===== src/rtl/pow_trit_pkg.sv =====
// ============================================================================
//  Module      : pow_trit_pkg
//  Description : Shared trit encoding, word geometry, decoder FSM states and a
//                per-trit decode helper for the PoW trit datapath.
//  Revision    : 1.0 - initial release
// ============================================================================
`default_nettype none

package pow_trit_pkg;

    // Two-bit trit codes used throughout the PoW datapath
    localparam logic [1:0] TRIT_ZERO = 2'b00;
    localparam logic [1:0] TRIT_POS  = 2'b01;
    localparam logic [1:0] TRIT_NEG  = 2'b11;
    localparam logic [1:0] TRIT_ILL  = 2'b10;

    localparam int TRIT_W     = 2;
    localparam int NUM_TRITS  = 27;
    localparam int TRIT_VEC_W = NUM_TRITS * TRIT_W;   // 54

    // Decoder control states
    typedef enum logic [1:0] {
        ST_IDLE = 2'd0,
        ST_CONV = 2'd1,
        ST_DONE = 2'd2
    } dec_state_t;

    // Decoded trit: signed digit plus illegal-code marker
    typedef struct packed {
        logic signed [1:0] val;
        logic              ill;
    } trit_dec_t;

    // Map a 2-bit code to its balanced-ternary digit; the illegal code reads
    // as zero so the arithmetic stays well defined while the flag is raised.
    function automatic trit_dec_t trit_to_signed(input logic [1:0] code);
        trit_dec_t d;
        d.val = 2'sd0;
        d.ill = 1'b0;
        case (code)
            TRIT_POS: d.val = 2'sd1;
            TRIT_NEG: d.val = -2'sd1;
            TRIT_ILL: d.ill = 1'b1;
            default:  d.val = 2'sd0;
        endcase
        return d;
    endfunction

endpackage

`default_nettype wire


===== src/rtl/trit_horner_step.sv =====
// ============================================================================
//  Module      : trit_horner_step
//  Description : Combinational Horner fold of TRITS_PER_CYCLE trits into a
//                signed accumulator, most significant trit first.
//  Revision    : 1.0 - initial release
// ============================================================================
`default_nettype none

module trit_horner_step
    import pow_trit_pkg::*;
#(
    parameter int TRITS_PER_CYCLE = 1,
    parameter int OUT_W           = 43
) (
    input  logic signed [OUT_W-1:0]             i_acc,
    input  logic        [2*TRITS_PER_CYCLE-1:0] i_trits,   // MS trit in top bits
    output logic signed [OUT_W-1:0]             o_acc,
    output logic                                o_ill
);

    logic signed [OUT_W-1:0] w_acc;
    logic                    w_ill;
    trit_dec_t               w_dec;

    // Chain acc = acc*3 + t across the slice; acc*3 formed as (acc<<1)+acc
    always_comb begin
        w_acc = i_acc;
        w_ill = 1'b0;
        w_dec = '0;
        for (int k = TRITS_PER_CYCLE - 1; k >= 0; k--) begin
            w_dec = trit_to_signed(i_trits[2*k +: 2]);
            w_acc = (w_acc <<< 1) + w_acc + {{(OUT_W-2){w_dec.val[1]}}, w_dec.val};
            w_ill = w_ill | w_dec.ill;
        end
        o_acc = w_acc;
        o_ill = w_ill;
    end

endmodule

`default_nettype wire


===== src/rtl/trit_vec_decoder.sv =====
// ============================================================================
//  Module      : trit_vec_decoder
//  Description : Converts one 27-trit balanced-ternary word into a signed
//                two's-complement integer by multi-cycle Horner evaluation,
//                with valid/ready handshakes on both sides.
//  Revision    : 1.0 - initial release
// ============================================================================
`default_nettype none

module trit_vec_decoder
    import pow_trit_pkg::*;
#(
    parameter int TRITS_PER_CYCLE = 1,
    parameter int NUM_TRITS       = 27,
    parameter int OUT_W           = 43
) (
    input  logic                    i_clk,
    input  logic                    i_arst,
    input  logic [TRIT_VEC_W-1:0]   i_trits,
    input  logic                    i_valid,
    output logic                    o_ready,
    output logic signed [OUT_W-1:0] o_value,
    output logic                    o_err,
    output logic                    o_valid,
    input  logic                    i_ready
);

    localparam int C_STEP_W = 2 * TRITS_PER_CYCLE;
    localparam int C_NCYC   = 27 / TRITS_PER_CYCLE;
    localparam int C_CNT_W  = (C_NCYC > 1) ? $clog2(C_NCYC) : 1;

    // Reject configurations the datapath was not built for
    generate
        if (!(TRITS_PER_CYCLE == 1 || TRITS_PER_CYCLE == 3 ||
              TRITS_PER_CYCLE == 9 || TRITS_PER_CYCLE == 27)) begin : g_bad_tpc
            $error("trit_vec_decoder: TRITS_PER_CYCLE must be 1, 3, 9 or 27");
        end
        if (NUM_TRITS != 27) begin : g_bad_num_trits
            $error("trit_vec_decoder: NUM_TRITS must be 27");
        end
        if (OUT_W < 43) begin : g_bad_out_w
            $error("trit_vec_decoder: OUT_W must be at least 43");
        end
    endgenerate

    dec_state_t                r_state;
    dec_state_t                w_state_nxt;
    logic [TRIT_VEC_W-1:0]     r_shift;
    logic signed [OUT_W-1:0]   r_acc;
    logic                      r_ill;
    logic [C_CNT_W-1:0]        r_cnt;
    logic signed [OUT_W-1:0]   r_value;
    logic                      r_err;
    logic                      r_valid;

    logic signed [OUT_W-1:0]   w_step_acc;
    logic                      w_step_ill;
    logic                      w_fire_in;
    logic                      w_last;
    logic                      w_fire_out;

    // Single Horner stage reused on every CONV cycle
    trit_horner_step #(
        .TRITS_PER_CYCLE (TRITS_PER_CYCLE),
        .OUT_W           (OUT_W)
    ) u_step (
        .i_acc   (r_acc),
        .i_trits (r_shift[TRIT_VEC_W-1 -: C_STEP_W]),
        .o_acc   (w_step_acc),
        .o_ill   (w_step_ill)
    );

    // State register
    always_ff @(posedge i_clk or posedge i_arst) begin
        if (i_arst) begin
            r_state <= ST_IDLE;
        end else begin
            r_state <= w_state_nxt;
        end
    end

    // Next-state and handshake decode; o_ready depends only on state
    always_comb begin
        w_state_nxt = r_state;
        o_ready     = 1'b0;
        w_fire_in   = 1'b0;
        w_last      = 1'b0;
        w_fire_out  = 1'b0;
        case (r_state)
            ST_IDLE: begin
                o_ready   = 1'b1;
                w_fire_in = i_valid;
                if (i_valid) begin
                    w_state_nxt = ST_CONV;
                end
            end
            ST_CONV: begin
                w_last = (r_cnt == C_CNT_W'(C_NCYC - 1));
                if (w_last) begin
                    w_state_nxt = ST_DONE;
                end
            end
            ST_DONE: begin
                w_fire_out = i_ready;
                if (i_ready) begin
                    w_state_nxt = ST_IDLE;
                end
            end
            default: begin
                w_state_nxt = ST_IDLE;
            end
        endcase
    end

    // Conversion datapath: capture, fold-and-shift, trit counter
    always_ff @(posedge i_clk or posedge i_arst) begin
        if (i_arst) begin
            r_shift <= '0;
            r_acc   <= '0;
            r_ill   <= 1'b0;
            r_cnt   <= '0;
        end else if (w_fire_in) begin
            r_shift <= i_trits;
            r_acc   <= '0;
            r_ill   <= 1'b0;
            r_cnt   <= '0;
        end else if (r_state == ST_CONV) begin
            r_shift <= r_shift << C_STEP_W;
            r_acc   <= w_step_acc;
            r_ill   <= r_ill | w_step_ill;
            r_cnt   <= r_cnt + 1'b1;
        end
    end

    // Output register: loads on the final fold, holds until the handshake
    always_ff @(posedge i_clk or posedge i_arst) begin
        if (i_arst) begin
            r_value <= '0;
            r_err   <= 1'b0;
            r_valid <= 1'b0;
        end else if (w_last) begin
            r_value <= w_step_acc;
            r_err   <= r_ill | w_step_ill;
            r_valid <= 1'b1;
        end else if (w_fire_out) begin
            r_valid <= 1'b0;
        end
    end

    assign o_value = r_value;
    assign o_err   = r_err;
    assign o_valid = r_valid;

endmodule

`default_nettype wire


===== config.mk =====
export PLATFORM = sky130hd
export DESIGN_NAME = trit_vec_decoder
export DESIGN_NICKNAME = d
export VERILOG_FILES = /design/src/rtl/pow_trit_pkg.sv /design/src/rtl/trit_horner_step.sv /design/src/rtl/trit_vec_decoder.sv
export SDC_FILE = /design/constraint.sdc
export NUM_CORES = 1
export LEC_CHECK = 0
export ABC_AREA = 1
export CORE_ASPECT_RATIO = 2
export CORE_MARGIN = 2
export CORE_UTILIZATION = 45
export CTS_BUF_LIST = sky130_fd_sc_hd__clkbuf_2
export DETAILED_ROUTE_END_ITERATION = 8
export GPL_TIMING_DRIVEN = 0
export PLACE_DENSITY = 0.63
export SKIP_LAST_GASP = 1
export SYNTH_ARGS = -nofsm -noshare
export SYNTH_HDL_FRONTEND = slang
export SYNTH_HIERARCHICAL = 1
export SYNTH_SLANG_ARGS = --single-unit
export TNS_END_PERCENT = 20

===== constraint.sdc =====
create_clock -name i_clk -period 10.2 [get_ports i_clk]
set_input_delay 1.02 -clock i_clk [delete_from_list [all_inputs] [get_ports i_clk]]
set_output_delay 1.02 -clock i_clk [all_outputs]
set_load 0.005 [all_outputs]

==> impl_summary.log, run 1 <==
INFO  metric timing.critical_path.cells = nand2_1, inv_2, buf_12, fa_1, ha_1, nand2_1, nor2_1, nand2_1, nor2_1, nand2_1, nand3_2, nand2_1, nand2_1, nand2_1, nand2_1, nand3_1, nand2_1
INFO  metric crit_fanout = 25
INFO  metric yosys_warnings = 6
INFO  metric clkLatencyLatePin = 830 ps
INFO  metric slowest_delay = 460 ps
INFO  metric timing.final.max_slew_violations = 0
INFO  metric height_of_the_die = 223 um
INFO  metric layout_min_cycle_time = 3700 ps
INFO  metric cp.required = 10990 ps
INFO  metric ff_latch_area = 3750 um2
INFO  metric worst_setup_path_end_kind = flop
INFO  metric tritoncts = yes
INFO  metric die-area = 25300 um2
INFO  metric boundaryPins = 104
INFO  metric hold_slack = 490 ps
INFO  metric grt-ovfl-total = 0
INFO  metric pin_count_of_the_biggest_net_entering_global_routing = 95
INFO  metric route.vias.total = 9691
INFO  metric cts_htree_levels = 4
INFO  metric synthesis.area_per_instance = 6.80 um2
INFO  metric clock_tree.buffer_depth = 2
INFO  metric fin_crit_sh = 36.3%
INFO  metric final_nets = 1853
INFO  metric antenna_left = 0
INFO  metric route.final.wire_length = 28000 um
INFO  metric syn-instance-count = 1585
INFO  metric core = 23700 um2
INFO  metric drive_gt1_share = 6.33%
INFO  metric tritoncts_num_sinks = 150
INFO  metric grt_first_pass_wirelength = 46600 um
INFO  metric flow.area_growth_from_synthesis = 15.9%
INFO  metric avgViaCountPerCell = 4.82
INFO  metric cts-resized-gates = 0
INFO  metric worstSetupPathType = flop to flop
INFO  metric grt_setup_unrepaired = no
INFO  metric seq_area_frac_synth = 34.8%
INFO  metric holdBufCountCts = 0
INFO  metric timing.setup.tns = 0 ps
INFO  metric layout.cells.most_common_list = sky130_fd_sc_hd__nand2_1 (811), sky130_fd_sc_hd__inv_1 (206), sky130_fd_sc_hd__dfrtp_1 (150)
INFO  metric initial_core_util = 45.4%
INFO  metric rows = 80
INFO  metric clk_transition_reported_paths = 220 ps
INFO  metric r2r_cells = 17
INFO  metric cts.root.buffer_cell = sky130_fd_sc_hd__clkbuf_2
INFO  metric hpwl = 22600 um
INFO  metric global_routing_usage_summed_across_all_routing_layers = 23.5%
INFO  metric fin_skew = 35.2 ps
INFO  metric antenna_found_initial = 1
INFO  metric fmax = 270 MHz
INFO  metric nFillCells = 2418
INFO  metric cts_buffers = 17
INFO  metric final-setup-viol-count = 0
INFO  metric run_status = finished, final reports clean
INFO  metric postCtsSetupBuffers = 0
INFO  metric timing.critical_path.buf_inv = 2
INFO  metric multiInputGateArea = 6010 um2
INFO  metric summed_area_of_non_filler_cells_in_the_final_layout = 12500 um2
INFO  metric worst_path_dominant_cell_family = simple AND/OR/NAND/NOR gates
INFO  metric hold_path_depth = 2
INFO  metric layout_commonest_cell = sky130_fd_sc_hd__nand2_1
INFO  metric placement.cell_area = 12200 um2
INFO  metric drc_errors = 0
INFO  metric maxCapViolations = 0
INFO  metric hold_path_class = flop to flop
INFO  metric grt_pass1_vias = 9907
INFO  metric post_drt_wl_per_cell = 13.9 um
INFO  metric gp_congestion = 0.952
INFO  metric max_slew_margin = 60.3%
INFO  metric cp_data_arrival_time = 4490 ps
INFO  metric synth_nets = 1729
INFO  metric start_kind = flop
INFO  metric slowest_stage_cell_crit_path = sky130_fd_sc_hd__dfrtp_1
INFO  metric first_iter_violations = 361
INFO  metric final-hold-violation-count = 0
INFO  metric first_pass_iters = 5
INFO  metric die_extent_in_x = 113 um
INFO  metric cell_area_after_synthesis = 10800 um2
INFO  metric buffer_ports.inserted = 103
INFO  metric synthDistinctLibCells = 32
INFO  metric ys_seq_elements = 150
INFO  metric worst-path-stages = 17
INFO  metric crit_path_frequent_cell = sky130_fd_sc_hd__nand2_1
INFO  metric worst_slew_pin_slew = 596 ps
[worst paths after layout]
check | startpoint | end | slack [ps]
setup / recovery | r_shift[52]$_DFFE_PP0P_ | o_value[39]$_DFFE_PP0P_ | 6500
hold / removal | r_ill$_DFFE_PP0P_ | r_ill$_DFFE_PP0P_ | 490
setup reg to reg | r_shift[52]$_DFFE_PP0P_ | o_value[39]$_DFFE_PP0P_ | 6500
hold reg to reg | r_ill$_DFFE_PP0P_ | r_ill$_DFFE_PP0P_ | 490
max in group asynchronous | i_arst | r_shift[50]$_DFFE_PP0P_ | 8720
min in group asynchronous | i_arst | r_shift[18]$_DFFE_PP0P_ | 590
[logic make-up after synthesis]
| kind of cell | synth area share (%) |
|---|---|
| compound gates | 3.01 |
| buf+inv | 9.39 |
| simple gates | 37.7 |
| xor+xnor | 2.19 |
| flops | 34.8 |
| fa+ha+maj | 12.9 |
[worst min-delay path, cell delays in order, from the launching register on]
cell and delay (ps):
sky130_fd_sc_hd__dfrtp_1 380, sky130_fd_sc_hd__nand2_1 50, sky130_fd_sc_hd__nand2_1 40
[cell usage after synthesis]
library cell	number	share of area, %
sky130_fd_sc_hd__dfrtp_1	150	35
sky130_fd_sc_hd__nand4_1	1	0.058
sky130_fd_sc_hd__o21bai_1	4	0.28
sky130_fd_sc_hd__clkbuf_1	13	0.45
sky130_fd_sc_hd__a21o_1	1	0.070
sky130_fd_sc_hd__buf_4	5	0.35
sky130_fd_sc_hd__nor2_4	5	0.52
sky130_fd_sc_hd__o21ai_2	1	0.081
sky130_fd_sc_hd__a31oi_1	4	0.23
sky130_fd_sc_hd__xnor2_1	8	0.65
sky130_fd_sc_hd__and2_1	2	0.12
sky130_fd_sc_hd__nor2_1	64	2.2
sky130_fd_sc_hd__inv_1	208	7.2
sky130_fd_sc_hd__xor2_1	19	1.5
sky130_fd_sc_hd__nand2_2	21	1.2
sky130_fd_sc_hd__or2_2	1	0.058
sky130_fd_sc_hd__and3_1	1	0.058
sky130_fd_sc_hd__nand3_2	8	0.74
sky130_fd_sc_hd__a21oi_1	31	1.4
sky130_fd_sc_hd__or2_0	1	0.058
sky130_fd_sc_hd__nand2_1	811	28
sky130_fd_sc_hd__buf_2	26	1.2
sky130_fd_sc_hd__ha_1	44	5.1
sky130_fd_sc_hd__o21ai_0	18	0.84
sky130_fd_sc_hd__nor3_1	7	0.33
sky130_fd_sc_hd__nor2_2	7	0.41
sky130_fd_sc_hd__or2_1	1	0.058
sky130_fd_sc_hd__o31ai_1	1	0.070
sky130_fd_sc_hd__inv_2	4	0.14
sky130_fd_sc_hd__nand2b_1	2	0.12
sky130_fd_sc_hd__nand3_1	74	3.4
sky130_fd_sc_hd__fa_1	42	7.8
[metrics by stage]
step                setup slack, ps  cells  util (%)
global route                   6240   2009      52.6
detailed placement             6580   1977      51.5
finish                         6500   2009      52.6
global placement               2780   1975      51.3
floorplan                      5140   1585         -
CTS                            6540   2008      52.6
[metal layers]
layer | share of wire [%] | wire length (um) | GRT usage, %
met1 | 36 | 10100 | 22.8
met2 | 56 | 15800 | 45.9
met3 | 2.4 | 682 | 4.06
met4 | 5.0 | 1390 | 12.0
met5 | 0 | 0 | 0
[area by class of cell]
type / instances / share of cell area [%]
inverters: 212 / 6.41
clock buffers: 18 / 0.721
flip-flops and latches: 150 / 30.1
well taps: 287 / 2.88
multi-input cells: 1179 / 48.1
diodes: 1 / 0.0200
repair buffers: 105 / 8.64
plain buffers: 44 / 1.73
clock inverters: 13 / 1.43
[sequential cells by signal, indices dropped and copies added, names as in the netlist]
name / flops
r_acc: 43
r_shift: 54
o_value: 43
o_err: 1
r_ill: 1
r_state: 2
o_valid: 1
r_cnt: 5
Power of run 1 is left out: the tool's default activity adds up to more than one toggle a clock period on the data nets, which glitch-free logic cannot reach.
==> inputs of run 2 (changes only) <==
--- a/config.mk
+++ b/config.mk
@@ -12,7 +12,7 @@
 export CTS_BUF_LIST = sky130_fd_sc_hd__clkbuf_2
 export DETAILED_ROUTE_END_ITERATION = 8
 export GPL_TIMING_DRIVEN = 0
-export PLACE_DENSITY = 0.63
+export PLACE_DENSITY = 0.66
 export SKIP_LAST_GASP = 1
 export SYNTH_ARGS = -nofsm -noshare
 export SYNTH_HDL_FRONTEND = slang
==> constraint.sdc (replaced) <==
create_clock -name i_clk -period 3.1 [get_ports i_clk]
set_input_delay 0.31 -clock i_clk [delete_from_list [all_inputs] [get_ports i_clk]]
set_output_delay 0.31 -clock i_clk [all_outputs]
set_load 0.005 [all_outputs]
==> run 2 against run 1 <==
  * Worst setup slack lost 6400 ps
  * Final cell count increased by 3.4%
  * Register-to-register slack got worse by 6400 ps
  * Critical path depth down 2
  * Critical path type unchanged
  * Highest routed layer unchanged
==> impl_summary.log, run 2 (synthesis gave the netlist of run 1 again) <==
INFO  metric run_status = finished, final reports clean (unchanged)
INFO  metric clk_transition_reported_paths = 230 ps (was 220 ps)
INFO  metric maxCapViolations = 0 (unchanged)
INFO  metric flow.area_growth_from_synthesis = 26.1% (was 15.9%)
INFO  metric hold_path_class = primary input to flop (was flop to flop)
INFO  metric worst_setup_path_end_kind = flop (unchanged)
INFO  metric cp_data_arrival_time = 3800 ps (was 4490 ps)
INFO  metric worst_slew_pin_slew = 854 ps (was 596 ps)
INFO  metric buffer_ports.inserted = 103 (unchanged)
INFO  metric timing.critical_path.buf_inv = 2 (unchanged)
INFO  metric crit_fanout = 25 (unchanged)
INFO  metric first_pass_iters = 8 (was 5)
INFO  metric slowest_stage_cell_crit_path = sky130_fd_sc_hd__fa_1 (was sky130_fd_sc_hd__dfrtp_1)
INFO  metric clkLatencyLatePin = 860 ps (was 830 ps)
INFO  metric fin_crit_sh = 98.0% (was 36.3%)
INFO  metric grt_pass1_vias = 10300 (was 9907)
INFO  metric startpoint = r_shift[53]$_DFFE_PP0P_ (was r_shift[52]$_DFFE_PP0P_)
INFO  metric drc_errors = 0 (unchanged)
INFO  metric core = 23700 um2 (unchanged)
INFO  metric drive_gt1_share = 10.9% (was 6.33%)
INFO  metric grt_setup_unrepaired = yes (was no)
INFO  metric clock_tree.buffer_depth = 2 (unchanged)
INFO  metric route.vias.total = 10200 (was 9691)
INFO  metric first_iter_violations = 441 (was 361)
INFO  metric final-setup-viol-count = 0 (unchanged)
INFO  metric grt-ovfl-total = 0 (unchanged)
INFO  metric final-hold-violation-count = 0 (unchanged)
INFO  metric start_kind = flop (unchanged)
INFO  metric antenna_left = 0 (unchanged)
INFO  metric placedCellCount = 1979 (was 1977)
INFO  metric cts_buffers = 17 (unchanged)
INFO  metric min_from = i_valid (was r_ill$_DFFE_PP0P_)
INFO  metric cp.required = 3860 ps (was 10990 ps)
INFO  metric layout_min_cycle_time = 3040 ps (was 3700 ps)
INFO  metric die_extent_in_x = 113 um (unchanged)
INFO  metric timing.final.max_slew_violations = 0 (unchanged)
INFO  metric rows = 80 (unchanged)
INFO  metric largest_register_ff_count = 54 (unchanged)
INFO  metric pin_count_of_the_biggest_net_entering_global_routing = 42 (was 95)
INFO  metric global_routing_usage_summed_across_all_routing_layers = 24.6% (was 23.5%)
INFO  metric hpwl = 23100 um (was 22600 um)
INFO  metric tritoncts = yes (unchanged)
INFO  metric die-area = 25300 um2 (unchanged)
INFO  metric layout.cells.most_common_list = sky130_fd_sc_hd__nand2_1 (797), sky130_fd_sc_hd__inv_1 (205), sky130_fd_sc_hd__dfrtp_1 (149) (was sky130_fd_sc_hd__nand2_1 (811), sky130_fd_sc_hd__inv_1 (206), sky130_fd_sc_hd__dfrtp_1 (150))
INFO  metric worstSetupPathType = flop to flop (unchanged)
INFO  metric timing.critical_path.cells = nand2_4, inv_6, buf_16, fa_1, ha_2, a21oi_1, nand2_1, a21oi_2, nor2_1, nor2_1, nand2_1, nand2_1, nand2_1, nand3_1, nand2_1 (was nand2_1, inv_2, buf_12, fa_1, ha_1, nand2_1, nor2_1, nand2_1, nor2_1, nand2_1, nand3_2, nand2_1, nand2_1, nand2_1, nand2_1, nand3_1, nand2_1)
INFO  metric cts_htree_levels = 4 (unchanged)
INFO  metric max_slew_margin = 43.0% (was 60.3%)
INFO  metric final-instance-count-excl-fill = 2078 (was 2009)
INFO  metric worst_r2r_startpoint = r_shift[53]$_DFFE_PP0P_ (was r_shift[52]$_DFFE_PP0P_)
INFO  metric route.final.wire_length = 30000 um (was 28000 um)
INFO  metric worst_path_dominant_cell_family = simple AND/OR/NAND/NOR gates (unchanged)
INFO  metric layout_commonest_cell = sky130_fd_sc_hd__nand2_1 (unchanged)
INFO  metric height_of_the_die = 223 um (unchanged)
INFO  metric final_nets = 1921 (was 1853)
INFO  metric initial_core_util = 45.4% (unchanged)
INFO  metric fin_skew = 49.0 ps (was 35.2 ps)
INFO  metric boundaryPins = 104 (unchanged)
INFO  metric post_drt_wl_per_cell = 14.4 um (was 13.9 um)
INFO  metric tritoncts_num_sinks = 150 (unchanged)
INFO  metric crit_path_frequent_cell = sky130_fd_sc_hd__nand2_1 (unchanged)
INFO  metric cts.root.buffer_cell = sky130_fd_sc_hd__clkbuf_2 (unchanged)
INFO  metric antenna_found_initial = 1 (unchanged)
INFO  metric fmax = 329 MHz (was 270 MHz)
INFO  metric avgViaCountPerCell = 4.91 (was 4.82)
INFO  metric grt_first_pass_wirelength = 48800 um (was 46600 um)
INFO  metric largest_reg_by_ff_count = r_shift (unchanged)
INFO  metric gp_congestion = 0.943 (was 0.952)
INFO  metric slowest_delay = 520 ps (was 460 ps)
run 2: changes by cell type in the layout (fill, tap and decap cells not counted), moves of 13 or more:
cell	before	now
sky130_fd_sc_hd__dlygate4sd3_1	0	56
sky130_fd_sc_hd__ha_1	44	21
sky130_fd_sc_hd__ha_4	0	15
sky130_fd_sc_hd__nand2_1	811	797
sky130_fd_sc_hd__nor2_1	64	51
run 2: worst paths after layout:
path	to	slack [ps]	depth (start not counted)
hold / removal	r_shift[49]$_DFFE_PP0P_	290	6
min in group asynchronous	r_shift[11]$_DFFE_PP0P_	510	3
setup / recovery	o_value[38]$_DFFE_PP0P_	60	15
hold reg to reg	o_value[14]$_DFFE_PP0P_	500	2
max in group asynchronous	r_shift[53]$_DFFE_PP0P_	1640	5
setup reg to reg	o_value[38]$_DFFE_PP0P_	60	15
run 2: through the flow:
| step | cell area [um2] | hold WS [ps] | setup WS (ps) | utilization, % | TNS [ps] |
|---|---|---|---|---|---|
| floorplan | 10800 | 396 | -443 | - | -25540 |
| CTS | 13200 | 198 | -18.7 | 55.5 | -35.0 |
| global placement | 12200 | 448 | -1510 | 51.3 | -169540 |
| global route | 13600 | 269 | -75.4 | 57.3 | -786 |
| detailed placement | 12200 | 457 | -519 | 51.6 | -16450 |
| finish | 13600 | 295 | 62.5 | 57.3 | 0 |
run 2: worst min-delay path, stage by stage:
cell	delay, ps
sky130_fd_sc_hd__clkdlybuf4s50_1	460
sky130_fd_sc_hd__inv_1	90
sky130_fd_sc_hd__nor2_2	110
sky130_fd_sc_hd__nand2_1	80
sky130_fd_sc_hd__nand2_1	40
sky130_fd_sc_hd__nand2_1	50
run 2: routing by layer:
layer | share of wire [%] | wire (um) | up-vias | GRT usage, %
met4 | 4.2 | 1250 | 0 | 11.0
met1 | 35 | 10600 | 4814 | 24.0
met5 | 0 | 0 | - | 0
li1 | - | - | 5120 | -
met2 | 57 | 17200 | 196 | 48.6
met3 | 3.0 | 889 | 78 | 4.12
run 2: cell type report:
class,count,area [um2]
Tap cell,287,359
Sequential cell,150,3750
Fill cell,2275,10100
Inverter,212,805
Multi-Input combinational cell,1179,6440
Clock inverter,13,154
Antenna cell,1,2.50
Timing Repair Buffer,173,1750
Buffer,44,216
Clock buffer,19,95.1
run 2: timing repair:
item | in CTS | in global routing
resized for setup | 17 | 72
hold buffers | 56 | 0
setup endpoints to repair | 74 | 51
buffers inserted | 6 | 4
hold endpoints to repair | 89 | 0
pin swaps | 3 | 9
Power of run 2 is left out for the same reason.
